<file path="config.mk">
export PLATFORM = sky130hd
export DESIGN_NAME = prbs7_sat_counter
export DESIGN_NICKNAME = d
export VERILOG_FILES = /design/src/rtl/prbs7_sat_counter.sv
export SDC_FILE = /design/constraint.sdc
export NUM_CORES = 1
export LEC_CHECK = 0
export CAP_MARGIN = 20
export CORE_MARGIN = 3
export CORE_UTILIZATION = 30
export DETAILED_ROUTE_END_ITERATION = 16
export GPL_TIMING_DRIVEN = 0
export PLACE_DENSITY = 0.49
export SYNTH_ARGS = -nofsm -noshare
export SYNTH_HDL_FRONTEND = slang
export SYNTH_SLANG_ARGS = --single-unit
</file>
<file path="constraint.sdc">
create_clock -name clk -period 4.7 [get_ports clk]
set_input_delay 0.47 -clock clk [delete_from_list [all_inputs] [get_ports clk]]
set_output_delay 0.47 -clock clk [all_outputs]
set_load 0.01 [all_outputs]
</file>
<file path="src/rtl/prbs7_sat_counter.sv">
// Saturating up-counter with synchronous clear; clear wins over increment.
module prbs7_sat_counter #(
    parameter int unsigned WIDTH = 16
) (
    input  logic             clk,
    input  logic             reset,
    input  logic             clr,
    input  logic             inc,
    output logic [WIDTH-1:0] count
);

    always_ff @(posedge clk or posedge reset) begin
        if (reset) begin
            count <= '0;
        end else if (clr) begin
            count <= '0;
        end else if (inc && (count != {WIDTH{1'b1}})) begin
            count <= count + WIDTH'(1);
        end
    end

endmodule

</file>
### Word level (Yosys, flattened, before mapping)

Index checks and enable logic that the tools add are counted.

| cells by class | value |
|---|---|
| $add $sub $neg | 1 |
| multiply operators | 0 |
| div/mod/pow operators | 0 |
| order comparisons | 0 |
| equality and inequality tests | 1 |
| shifts and indexed selects | 0 |
| multiplexer cells | 2 |
| bitwise operators | 0 |
| reductions and logical operators | 2 |

Operators by type and width:

| cell | number |
|---|---|
| $mux W16 | 2 |
| $add A16 B1 Y16 const B | 1 |
| $ne A16 B16 Y1 const B | 1 |
| $reduce_bool A2 Y1 | 1 |
| $logic_and A1 B1 Y1 | 1 |

| storage, ports and cells | value |
|---|---|
| flip-flop bits (word level) | 16 |
| latch bits | 0 |
| bits in writable memories | 0 |
| memory bits (read-only) | 0 |
| input port bits | 4 |
| output and inout bits | 16 |
| word-level logic and storage cells | 7 |
| memories kept | 0 |

### Depth between registers and ports, before layout

| logic depth | value |
|---|---|
| depth after elaboration | 4 |
| gate-level depth with buffers | 6 |
| mapped depth without buffers | 5 |

### Least setup slack after synthesis

No wires, ideal clock.

| timing | value |
|---|---|
| kind | input-to-reg |
| from | input inc |
| to | register count[13] |
| library setup time | 0.078 ns |
| data arrival time | 1.756 ns |
| data required time | 4.622 ns |
| setup slack | 2.866 ns |
| cell stages on the path | 5 |
| buffers on the path | 1 |
| cell sequence | clkbuf_2 > nand3_1 > or4_4 > or4_1 > a21oi_1 |

| on the way | value |
|---|---|
| word-level cells in the longest chain between the ends | 2 |

RTL lines:

| item | RTL line | text |
|---|---|---|
| start: declaration | 8 | `input logic inc,` |
| $logic_and A1 B1 Y1 | 17 | `end else if (inc && (count != {WIDTH{1'b1}})) begin` |
| $reduce_bool A2 Y1 (no line) | -- |  |
| end signal: assignment | 18 | `count <= count + WIDTH'(1);` |
| end: declaration | 9 | `output logic [WIDTH-1:0] count` |

No other way between the ends.
A chain may end at the register's enable or synchronous reset.

### Worst setup path in the final report

| timing | value |
|---|---|
| from | register count[0] |
| to | register count[0] |

| on the way | value |
|---|---|
| word-level cells in the longest chain between the ends | 3 |
| elaborated cells between the ends (all ways) | 6 |
| classes of those cells | add/sub (1); eq/ne (1); mux (2); reduce/logical (2) |

RTL lines:

| item | RTL line |
|---|---|
| $add A16 B1 Y16 or $ne A16 B16 Y1 (tied branches) | 18, 17 |
| $mux W16 or $logic_and A1 B1 Y1 (tied branches) | 17 |
| $mux W16 or $reduce_bool A2 Y1 (tied branches) | -- |

Several ways; a longest one is shown, not always the timed one. The select of a mux whose other input is x is not followed.

==> results.tsv <==
stage	metric	value	unit
placement	port buffer count	17	
clock_tree	# Post-CTS Setup Buffers	0	
clock_tree	clock latency on the worst-skew pair	290	ps
placement	RD Place Congestion	0.727	
routing	Antenna Nets Post-Route	0	
die	core footprint	2850	µm²
pwr	Leak	0.420	nW
clock_tree	# H-tree levels	1	
global_route	M3 GR Usage	0.0248	
pwr	Pwr Density	217	nW/µm²
yosys	Post-Synthesis Cells	101	
yosys	Mapped Area	932	µm²
global_route	first-pass GRT wire length	3.90	mm
sta	Worst-Margin Slew	704	ps
routing	DR vias	881	
setup_path	crit path launch type	register	
routing	Residual DRC	0	
global_route	number of global-route vias before repair	814	
run	max_cap viols	0	
yosys	Syn Nets	106	
yosys	share of the synthesized area in the top cell type	0.430	
die	DIE AREA	3810	µm²
die	die width	61.7	µm
yosys	flops & latches, synth	16	
layout	Largest register FFs	16	
global_route	GR Util All Layers	0.139	
sta	hold slack	400	ps
sta	final number of setup-violating endpoints	0	
routing	final WL	2.38	mm
routing	DRT Pass-1 Iters	4	
clock_tree	clk slew on worst S/H paths	100	ps
global_route	met1 Use GR	0.206	
layout	most common cell after layout, fill and taps aside	clkdlybuf4s50_1	
layout	final std cells w/o fill	153	
layout	n_diodes	0	
setup_path	family with the most delay on the worst path	simple AND/OR/NAND/NOR gates	
pwr	worst vdd ir	92.7	µV
setup_path	Worst Path Buf+Inv	1	
sta	Tmin final	2170	ps
setup_path	CP Cell Sequence	ha_1 -> clkbuf_1 -> nand3_1 -> nor4_1 -> nor2b_1 -> mux2_2	
layout	fill cell count	292	
clock_tree	CTS root buffer	clkbuf_4	
sta	final worst path period share	0.462	
setup_path	Critical Path Fanout Max	8	
clock_tree	CTS tree	built	
clock_tree	hold buffers post-CTS	0	
sta	RSZ-0062 raised after global routing	no	
layout	largest registers	count x16	
sta	Hold Fails Final Rpt	0	
global_route	total gr overflow	0	
sta	maximum clock frequency	461	MHz
yosys	Synth area leader	dfrtp_1	
sta	Slew headroom	0.526	
setup_path	Crit. End Element	register	
die	initial core utilization	0.327	
routing	DRT iter0 DRCs	30	
min_path	HP Class	input pin to register	
setup_path	Critical Path AT	2360	ps
global_route	met2 GRT Util	0.196	
layout	Core Util, Final	0.413	
yosys	Yosys warnings	0	
die	io pins	20	
yosys	Seq/Total Area, Yosys	0.430	
clock_tree	CTS buffer count	3	
layout	most frequent cells in the layout	clkdlybuf4s50_1 (17), dfrtp_1 (16), a21oi_1 (12)	
placement	placed cell count	149	
sta	Final Slew Violations	0	
placement	HPWL after DPL	1.63	mm
sta	TNS Setup	0	ps
layout	Area Growth Syn to Fin	26.3	%
sta	Setup Skew	3.85	ps
yosys	Synth cell types	29	
clock_tree	CTS Buffer Depth	2	
layout	Biggest register	count	
global_route	initial antenna violation count	0	
global_route	largest net degree at the start of global routing	17	
routing	Via-to-Cell Ratio	5.76	
die	Cell Rows	19	
routing	WL per Instance	15.6	µm
setup_path	worst path required time	4890	ps
clock_tree	Resize count post-CTS	0	
setup_path	slowest stage delay, CP	550	ps
yosys	Avg Inst Size Synth	9.23	µm²
layout	nets	128	
layout	layout cells sized above 1	0.0984	
setup_path	Crit Path Category	register to register	
setup_path	slowest stage cell, crit path	nor4_1	
clock_tree	Sink Count	16	
die	Die Y	61.7	µm
outcome	outcome	complete, no violations	
yosys	top post-synthesis cells by area	dfrtp_1 (43%), a21oi_1 (6.4%), or4_1 (4.8%), o31ai_1 (4.0%), or3_1 (4.0%)	
global_route	global routing's busiest layer	met1	
## through the flow
step | setup WS, ps | area, µm² | total power, W
after floorplan | 2870 | 932 | 0.000156
after global placement | 2610 | 1140 | 0.000164
after detailed placement | 2570 | 1140 | 0.000164
after CTS | 2540 | 1180 | 0.000261
after global routing | 2290 | 1180 | 0.000269
final | 2530 | 1180 | 0.000256
## final cells by class
class	instances	area (µm²)	area share
multi-input combinational	78	495	0.421
sequential	16	400	0.340
timing repair buffer	17	170	0.145
tap	31	38.8	0.0329
clock buffer	4	36.3	0.0308
buffer	4	25.0	0.0213
inverter	3	11.3	0.00956
## routing by layer
layer,vias to the layer above,wire [µm]
met4,0,20
met2,21,1020
li1,434,-
met3,2,106
met1,424,1230
met5,-,0
## logic make-up (layout without fill, tap and decap cells)
kind of cell	Yosys count	in the layout	share of synthesized area
AND/OR/NAND/NOR	49	49	0.326
multiplexers	3	3	0.0349
adder cells (fa/ha/maj)	1	1	0.0134
buffers and inverters	7	28	0.0389
flip-flops	16	16	0.430
AO/OA/AOI/OAI	25	25	0.157
## cell usage after synthesis
| cell | number |
|---|---|
| a21oi_1 | 12 |
| a31oi_1 | 1 |
| and4_1 | 1 |
| buf_4 | 1 |
| clkbuf_1 | 1 |
| clkbuf_2 | 1 |
| dfrtp_1 | 16 |
| dlygate4sd1_1 | 1 |
| ha_1 | 1 |
| inv_1 | 3 |
| mux2_2 | 2 |
| mux2i_1 | 1 |
| nand2_1 | 6 |
| nand2b_1 | 2 |
| nand3_1 | 7 |
| nand4_1 | 4 |
| nand4_4 | 1 |
| nor2_1 | 3 |
| nor2b_1 | 3 |
| nor3_1 | 4 |
| nor4_1 | 3 |
| o21ai_0 | 5 |
| o31ai_1 | 5 |
| o41ai_1 | 2 |
| or3_1 | 6 |
| or3_2 | 1 |
| or4_1 | 6 |
| or4_2 | 1 |
| or4_4 | 1 |
## power breakdown
part,internal [W],switching [W]
sequential,0.000139,0.00000243
combinational,0.00000799,0.0000109
clock,0.0000472,0.0000481
## final timing paths
kind                                  end  cells past startpoint  slack [ps]       from
worst max-delay path             count[0]                      6        2530   count[0]
worst max register to register   count[0]                      6        2530   count[0]
worst min register to register  count[13]                      2         600  count[13]
worst min-delay path             count[7]                      2         400        clr
min in group asynchronous        count[5]                      2         550      reset
max in group asynchronous        count[9]                      2        3730      reset
Note: power is estimated with default switching activity, not from simulation.
